### src/rtl/thread_cmd_issuer_if.sv
// Decode-side request, thread-controller command bus and status response
// for thread_cmd_issuer. "master" is the issuer; "slave" is its environment.
interface thread_cmd_issuer_if;
    // request from decode
    logic        req_valid;
    logic        req_ready;
    logic [1:0]  req_op;
    logic [2:0]  req_act_trd;
    logic [2:0]  req_obj_trd;
    logic [31:0] req_pc;
    // command bus to thread controller
    logic        init_trd;
    logic        kill;
    logic        slp;
    logic        wake;
    logic [2:0]  act_trd;
    logic [2:0]  obj_trd;
    logic [31:0] init_pc;
    logic        stall;
    logic [7:0]  valid_trd;
    logic [2:0]  new_trd;
    logic        trd_of;
    logic        invalid_op;
    // status response
    logic        rsp_valid;
    logic        rsp_ready;
    logic [1:0]  rsp_status;
    logic [2:0]  rsp_new_trd;

    modport master (
        input  req_valid, req_op, req_act_trd, req_obj_trd, req_pc,
        output req_ready,
        output init_trd, kill, slp, wake, act_trd, obj_trd, init_pc,
        input  stall, valid_trd, new_trd, trd_of, invalid_op,
        output rsp_valid, rsp_status, rsp_new_trd,
        input  rsp_ready
    );

    modport slave (
        output req_valid, req_op, req_act_trd, req_obj_trd, req_pc,
        input  req_ready,
        input  init_trd, kill, slp, wake, act_trd, obj_trd, init_pc,
        output stall, valid_trd, new_trd, trd_of, invalid_op,
        input  rsp_valid, rsp_status, rsp_new_trd,
        output rsp_ready
    );
endinterface

### src/rtl/thread_cmd_issuer.sv
// thread_cmd_issuer: accepts one INIT/KILL/SLEEP/WAKE request at a time,
// pre-checks the target thread, drives a one-cycle command strobe (held off
// by stall), then returns the controller's error status as a response.
// Optional macro TRD_CMD_TIMEOUT_EN: abort with TIMEOUT after STALL_LIMIT
// consecutive stall cycles in ISSUE.
module thread_cmd_issuer #(
    parameter int STALL_LIMIT = 64
) (
    input  logic               clk,
    input  logic               rst,
    thread_cmd_issuer_if.master bus
);
    localparam logic [1:0] OP_INIT = 2'd0;

    typedef enum logic [1:0] {IDLE, ISSUE, CHECK, RESP} state_t;
    typedef enum logic [1:0] {ST_OK, ST_OVF, ST_INV, ST_TMO} status_t;

    if (STALL_LIMIT < 1 || STALL_LIMIT > 255) begin : g_bad_limit
        $error("STALL_LIMIT must be in 1..255");
    end

    state_t      state_q, state_d;
    logic [1:0]  op_q;
    logic [2:0]  act_q, obj_q, new_q;
    logic [31:0] pc_q;
    status_t     status_q;

    logic        accept;
    logic        ld_rsp;
    status_t     ld_status;
    logic [2:0]  ld_new;
    logic [3:0]  cmd;   // one-hot by op code: [0]=INIT [1]=KILL [2]=SLEEP [3]=WAKE

`ifdef TRD_CMD_TIMEOUT_EN
    localparam logic [7:0] LIMIT_M1 = 8'(STALL_LIMIT - 1);
    logic [7:0] stall_cnt_q;

    // count stalled ISSUE cycles; cleared whenever a request is taken
    always_ff @(posedge clk) begin
        if (rst || accept)
            stall_cnt_q <= '0;
        else if (state_q == ISSUE && bus.stall)
            stall_cnt_q <= stall_cnt_q + 8'd1;
    end
`endif

    // next-state, strobe and response-load decode
    always_comb begin
        state_d   = state_q;
        accept    = 1'b0;
        ld_rsp    = 1'b0;
        ld_status = ST_OK;
        ld_new    = '0;
        cmd       = '0;
        case (state_q)
            IDLE: begin
                if (bus.req_valid) begin
                    accept = 1'b1;
                    // dead target: answer immediately, controller never sees it
                    if (bus.req_op != OP_INIT && !bus.valid_trd[bus.req_obj_trd]) begin
                        state_d   = RESP;
                        ld_rsp    = 1'b1;
                        ld_status = ST_INV;
                    end else begin
                        state_d = ISSUE;
                    end
                end
            end
            ISSUE: begin
                if (!bus.stall) begin
                    cmd[op_q] = 1'b1;
                    state_d   = CHECK;
                end
`ifdef TRD_CMD_TIMEOUT_EN
                else if (stall_cnt_q == LIMIT_M1) begin
                    state_d   = RESP;
                    ld_rsp    = 1'b1;
                    ld_status = ST_TMO;
                end
`endif
            end
            CHECK: begin
                state_d = RESP;
                ld_rsp  = 1'b1;
                if (bus.trd_of)
                    ld_status = ST_OVF;
                else if (bus.invalid_op)
                    ld_status = ST_INV;
                else if (op_q == OP_INIT)
                    ld_new = bus.new_trd;
            end
            RESP: begin
                if (bus.rsp_ready)
                    state_d = IDLE;
            end
            default: state_d = IDLE;
        endcase
    end

    // state, captured request and response registers
    always_ff @(posedge clk) begin
        if (rst) begin
            state_q  <= IDLE;
            op_q     <= OP_INIT;
            act_q    <= '0;
            obj_q    <= '0;
            pc_q     <= '0;
            status_q <= ST_OK;
            new_q    <= '0;
        end else begin
            state_q <= state_d;
            if (accept) begin
                op_q  <= bus.req_op;
                act_q <= bus.req_act_trd;
                obj_q <= bus.req_obj_trd;
                pc_q  <= bus.req_pc;
            end
            if (ld_rsp) begin
                status_q <= ld_status;
                new_q    <= ld_new;
            end
        end
    end

    // strobes are masked by rst so nothing escapes in the reset cycle
    assign bus.init_trd    = cmd[0] & ~rst;
    assign bus.kill        = cmd[1] & ~rst;
    assign bus.slp         = cmd[2] & ~rst;
    assign bus.wake        = cmd[3] & ~rst;
    assign bus.act_trd     = act_q;
    assign bus.obj_trd     = obj_q;
    assign bus.init_pc     = pc_q;
    assign bus.req_ready   = (state_q == IDLE);
    assign bus.rsp_valid   = (state_q == RESP);
    assign bus.rsp_status  = status_q;
    assign bus.rsp_new_trd = new_q;
endmodule

### src/flat_wrapper.sv
// flat-port wrapper written by rule: the top's interface ports become plain ports
module thread_cmd_issuer_flat 
#(
    parameter int STALL_LIMIT = 64
)
  (clk, rst, bus_req_valid, bus_req_op, bus_req_act_trd, bus_req_obj_trd, bus_req_pc, bus_req_ready, bus_init_trd, bus_kill, bus_slp, bus_wake, bus_act_trd, bus_obj_trd, bus_init_pc, bus_stall, bus_valid_trd, bus_new_trd, bus_trd_of, bus_invalid_op, bus_rsp_valid, bus_rsp_status, bus_rsp_new_trd, bus_rsp_ready);
  thread_cmd_issuer_if bus_i ();
  input  logic clk;
  input  logic rst;
  input wire logic [$bits(bus_i.req_valid)-1:0] bus_req_valid;
  input wire logic [$bits(bus_i.req_op)-1:0] bus_req_op;
  input wire logic [$bits(bus_i.req_act_trd)-1:0] bus_req_act_trd;
  input wire logic [$bits(bus_i.req_obj_trd)-1:0] bus_req_obj_trd;
  input wire logic [$bits(bus_i.req_pc)-1:0] bus_req_pc;
  output wire logic [$bits(bus_i.req_ready)-1:0] bus_req_ready;
  output wire logic [$bits(bus_i.init_trd)-1:0] bus_init_trd;
  output wire logic [$bits(bus_i.kill)-1:0] bus_kill;
  output wire logic [$bits(bus_i.slp)-1:0] bus_slp;
  output wire logic [$bits(bus_i.wake)-1:0] bus_wake;
  output wire logic [$bits(bus_i.act_trd)-1:0] bus_act_trd;
  output wire logic [$bits(bus_i.obj_trd)-1:0] bus_obj_trd;
  output wire logic [$bits(bus_i.init_pc)-1:0] bus_init_pc;
  input wire logic [$bits(bus_i.stall)-1:0] bus_stall;
  input wire logic [$bits(bus_i.valid_trd)-1:0] bus_valid_trd;
  input wire logic [$bits(bus_i.new_trd)-1:0] bus_new_trd;
  input wire logic [$bits(bus_i.trd_of)-1:0] bus_trd_of;
  input wire logic [$bits(bus_i.invalid_op)-1:0] bus_invalid_op;
  output wire logic [$bits(bus_i.rsp_valid)-1:0] bus_rsp_valid;
  output wire logic [$bits(bus_i.rsp_status)-1:0] bus_rsp_status;
  output wire logic [$bits(bus_i.rsp_new_trd)-1:0] bus_rsp_new_trd;
  input wire logic [$bits(bus_i.rsp_ready)-1:0] bus_rsp_ready;
  assign bus_i.req_valid = bus_req_valid;
  assign bus_i.req_op = bus_req_op;
  assign bus_i.req_act_trd = bus_req_act_trd;
  assign bus_i.req_obj_trd = bus_req_obj_trd;
  assign bus_i.req_pc = bus_req_pc;
  assign bus_req_ready = bus_i.req_ready;
  assign bus_init_trd = bus_i.init_trd;
  assign bus_kill = bus_i.kill;
  assign bus_slp = bus_i.slp;
  assign bus_wake = bus_i.wake;
  assign bus_act_trd = bus_i.act_trd;
  assign bus_obj_trd = bus_i.obj_trd;
  assign bus_init_pc = bus_i.init_pc;
  assign bus_i.stall = bus_stall;
  assign bus_i.valid_trd = bus_valid_trd;
  assign bus_i.new_trd = bus_new_trd;
  assign bus_i.trd_of = bus_trd_of;
  assign bus_i.invalid_op = bus_invalid_op;
  assign bus_rsp_valid = bus_i.rsp_valid;
  assign bus_rsp_status = bus_i.rsp_status;
  assign bus_rsp_new_trd = bus_i.rsp_new_trd;
  assign bus_i.rsp_ready = bus_rsp_ready;
  thread_cmd_issuer #(.STALL_LIMIT(STALL_LIMIT)) u_core (.clk(clk), .rst(rst), .bus(bus_i));
endmodule
### config.mk
export PLATFORM = sky130hd
export DESIGN_NAME = thread_cmd_issuer_flat
export DESIGN_NICKNAME = d
export VERILOG_FILES = /design/src/rtl/thread_cmd_issuer_if.sv /design/src/rtl/thread_cmd_issuer.sv /design/src/flat_wrapper.sv
export SDC_FILE = /design/constraint.sdc
export NUM_CORES = 1
export LEC_CHECK = 0
export CAP_MARGIN = 20
export CORE_ASPECT_RATIO = 0.8
export CORE_MARGIN = 2
export CORE_UTILIZATION = 38
export CTS_BUF_LIST = sky130_fd_sc_hd__clkbuf_16
export CTS_CLUSTER_SIZE = 8
export DETAILED_ROUTE_END_ITERATION = 8
export PLACE_DENSITY = 0.77
export RECOVER_POWER = 100
export SLEW_MARGIN = 40
export SYNTH_ARGS = -nofsm -noshare
export SYNTH_HDL_FRONTEND = slang
export SYNTH_SLANG_ARGS = --single-unit
export TNS_END_PERCENT = 1
### constraint.sdc
create_clock -name clk -period 1.91 [get_ports clk]
set_input_delay 0.2865 -clock clk [delete_from_list [all_inputs] [get_ports clk]]
set_output_delay 0.2865 -clock clk [all_outputs]
set_load 0.02 [all_outputs]
Word-level counts from Yosys, hierarchy flattened

Index checks and enable logic that the tools add are counted.

Register bits: 47
Input bits: 58
Output and inout port bits: 49
Word-level logic and storage cells: 53

$lt $le $gt $ge: 3
Equality and inequality tests: 6
Mux-type cells: 25
Bitwise operators: 5
Reductions and logical operators: 7

Operator list:

| cell                                                                                 | count |
|---|---|
| 2-bit two-way mux                                                                    | 8 |
| 3-bit two-way mux                                                                    | 4 |
| 4-bit two-way mux                                                                    | 2 |
| 2-bit one-hot mux with 4 select lines                                                | 1 |
| 1-bit two-way mux                                                                    | 6 |
| 1-bit bitwise AND                                                                    | 4 |
| 2-bit equality test (second input constant)                                          | 2 |
| 2-bit zero test                                                                      | 2 |
| 3-bit by 4-bit < comparator with 1-bit output (second input constant)                | 1 |
| 2-bit != test (second input constant)                                                | 2 |
| 2-bit one-hot mux with 2 select lines                                                | 1 |
| 1-bit binary-select mux with 3-bit select                                            | 1 |
| 2-bit by 3-bit < comparator with 1-bit output (second input constant)                | 1 |
| 3-bit AND reduction                                                                  | 1 |
| 1-bit demux with 2-bit select                                                        | 1 |
| 2-bit by 1-bit equality test with 1-bit output (second input constant)               | 1 |
| 2-bit by 1-bit greater-or-equal comparator with 1-bit output (second input constant) | 1 |
| 1-bit logical AND                                                                    | 2 |
| 2-bit by 1-bit != test with 1-bit output (second input constant)                     | 1 |
| 1-bit one-hot mux with 2 select lines                                                | 1 |
| 2-bit nonzero test                                                                   | 1 |
| 1-bit zero test                                                                      | 1 |
| 1-bit inverter                                                                       | 1 |

Depth between registers and ports, before layout

Depth in word-level cells: 7
Mapped depth: 7
Depth with buffers taken out: 5

Least setup slack after synthesis

Ideal clock, no wire load.

Path type: reg2reg
Start: register u_core.state_q[0]
End: register u_core.state_q[1]
Library setup time: 0.091 ns
Data arrival time: 1.512 ns
Slack: 0.307 ns
Stages on the path, launching flop included: 6
Path through: dfxtp_1 -> inv_1 -> ha_1 -> a222oi_1 -> nor2_1 -> a311oi_1

Cells in the longest elaborated chain, start to end: 3
Elaborated cells between the ends (all ways): 9
Classes of those cells: eq/ne: 6; mux: 1; reduce/logical: 2

Ends and longest elaborated chain:

| item                                 | line                     | source |
|---|---|---|
| start, declared                      | thread_cmd_issuer.sv:22  | `state_t state_q, state_d;` |
| start signal, assigned               | thread_cmd_issuer.sv:111 | `state_q <= state_d;` |
| 2-bit zero test (*)                  | n/a                      |  |
| via bus_req_ready                    | flat_wrapper.sv:15       | `output wire logic [$bits(bus_i.req_ready)-1:0] bus_req_ready;` |
| 2-bit != test (no source line)       | n/a                      |  |
| 3-bit AND reduction (no source line) | n/a                      |  |

The timed path passes the listed nets; every way through them passes the cells marked *.
A chain may end at the register's enable or synchronous reset.

Worst setup path after layout

Start: register u_core.state_q[1]
End: output bus_rsp_valid

Cells in the longest elaborated chain, start to end: 1

Ends and longest elaborated chain:

| item                | line                     | source |
|---|---|---|
| 2-bit equality test | thread_cmd_issuer.sv:134 | `assign bus.rsp_valid = (state_q == RESP);` |
| end, declared       | flat_wrapper.sv:28       | `output wire logic [$bits(bus_i.rsp_valid)-1:0] bus_rsp_valid;` |

No other way between the ends.

==> metrics.txt <==
htree depth 2; Post-CTS Setup Repair Bufs 0; Initial Utilization about 40%; syn nets 293; Worst-Margin Slew around 0.51 ns; leading post-synthesis cells by cell area dfxtp_1, nand2_1, a21oi_1; final wirelength slightly above 5 mm; count of port buffers added during placement 106; n_diodes 0; FF+latch count, synth 47; DRC viols 0; largest net degree at the start of global routing 48; WP data required 1.62 ns; Worst-Skew Late Latency 0.28 ns; CTS root buf clkbuf_16; FF/Latch Area 941 um^2; crit-path max FO 3; final hold violations 0; wire per inst between 10 and 15 um; GPL Wtd Cong 0.748; status finished clean; leading cell types by count after synthesis nand2_1, dfxtp_1, a21oi_1; CTS tree built; Via density between 4 and 5; register area share after synthesis between 50% and 60%; Hold Path Class register to register; CTS Hold Buffers Added 0; routed vias slightly below 2000; maximum clock path buffer count 2; relative slew slack between 60% and 70%; Die ar. 5460 um^2; Cell Area, Synth approximately 1900 um^2; Die Y ~66 um; Final Util 66.6%; Final Cycle Share between 90 and 100%; RSZ-0062 raised after global routing false; max cap viols 0; TritonCTS Sinks 47; Peak Freq 0.553 GHz; quantity of gates resized following cts 5; GRT Overall Usage 19.1%; Ports ~110; Area growth, synth to finish 67.1%; total power 3.31 mW; Inserted Clock Buffers 5; Syn Inst Count 231; Post-synth EDFFs 0; nets 399; count of antenna-violating nets left after detailed routing 0; hpwl dp 3.75 mm; hold slack final 0.448 ns; CP arrival 1.52 ns; placed inst area 2980 um^2; first-pass iteration count of the detailed router 4; Critical Path Source Type register; first-pass GRT wire length 8.04 mm; post-synth top area share 50.7%; Finished Cell Area 3100 um^2; die width 82.1 um; multi-input logic area around 830 um^2; post-synthesis average cell area 8.03 um^2; pwr dens 1070 nW/um^2; endpoint class of the critical path output port; critical path class register to output port; GRT overflow 0; dominant cell type by area after synthesis dfxtp_1; layout cell share with drive strength beyond 1 4.14%; worst-case clock skew 0.00165 ns; Fill cells 409; DRT iter0 DRCs 64; vias in the first global route 1831; LEAKAGE approximately 1.3 nW; maximum vdd ir drop 578 uV; Yosys warnings 0; Synth Flop Type dfxtp_1; Core Area ~4700 um^2; num rows 22; Final setup viols 0; ys async rst share 0%; Slew Limit Fails 0; antenna violations before repair 0; final worst path period need about 1.8 ns; clk slew on worst S/H paths 0.06 ns; Unique masters post-synth 25; most common cell in the netlist nand2_1
## worst max-delay path, stage by stage, from the launching register on
cell	delay, ns
dfxtp_1	0.32
clkbuf_2	0.13
ha_1	0.17
clkdlybuf4s50_1	0.62
## through the flow
step                setup TNS, ns  instances  setup slack, ns
detailed placement         -0.423        390           -0.120
CTS                             0        398            0.102
global placement           -0.305        390          -0.0966
global route                    0        398           0.0142
finish                          0        398            0.103
floorplan                       0        231            0.307
## state kept, by name, indices dropped and copies added (netlist names)
register / count
u_core.state_q: 2
u_core.op_q: 2
u_core.bus.rsp_status: 2
u_core.bus.rsp_new_trd: 3
u_core.bus.init_pc: 32
u_core.bus.act_trd: 3
u_core.bus.obj_trd: 3
## per-layer routing
metal / up-vias / track usage (%) / share of wire, %
li1: 982 / - / -
met1: 883 / 22.1 / 44
met2: 72 / 32.8 / 45
met3: 6 / 7.59 / 10
met4: 0 / 5.00 / 0.82
met5: - / 0 / 0
## cells by family after synthesis
kind of cell | count (synthesis) | synth area share [%]
simple gates | 102 | 21.9
compound gates | 54 | 18.2
flops | 47 | 50.7
buf+inv | 20 | 4.32
mux | 4 | 2.16
fa+ha+maj | 4 | 2.70
## cell type report
type	instances	share of cell area, %
Clock buffer	5	4.04
Clock inverter	3	0.363
Inverter	6	0.727
Multi-Input combinational cell	164	26.9
Sequential cell	47	30.4
Tap cell	60	2.42
Timing Repair Buffer	113	35.2
## power by group
group	leakage (nW)	internal (mW)	total, mW	switching [mW]
registers	0.385	1.15	1.24	0.0837
logic	0.869	0.543	1.27	0.729
clock network	0.0701	0.471	0.804	0.334
## path summary, 6_finish.rpt
| check | startpoint | to | slack [ns] | cells past startpoint |
|---|---|---|---|---|
| setup / recovery | u_core.state_q[1] | bus_rsp_valid | 0.10 | 3 |
| hold / removal | u_core.bus.obj_trd[2] | u_core.bus.obj_trd[2] | 0.45 | 2 |
| setup reg to reg | u_core.state_q[0] | u_core.state_q[1] | 0.21 | 6 |
| hold reg to reg | u_core.bus.obj_trd[2] | u_core.bus.obj_trd[2] | 0.45 | 2 |
## placed cells by master, fill, tap and decap left out, types with 3 or more instances in the layout
cell type / Yosys / routed
inv_1: 6 / 7
mux2i_1: 4 / 4
dlygate4sd2_1: 0 / 5
clkbuf_16: 0 / 5
a32o_1: 4 / 4
dlygate4sd3_1: 0 / 44
clkbuf_2: 0 / 3
clkdlybuf4s50_1: 0 / 56
nor2_1: 8 / 8
buf_4: 0 / 3
dfxtp_1: 47 / 47
nand2_1: 84 / 84
a21oi_1: 41 / 41
ha_1: 4 / 4
Power figures use the tool's default switching activity.
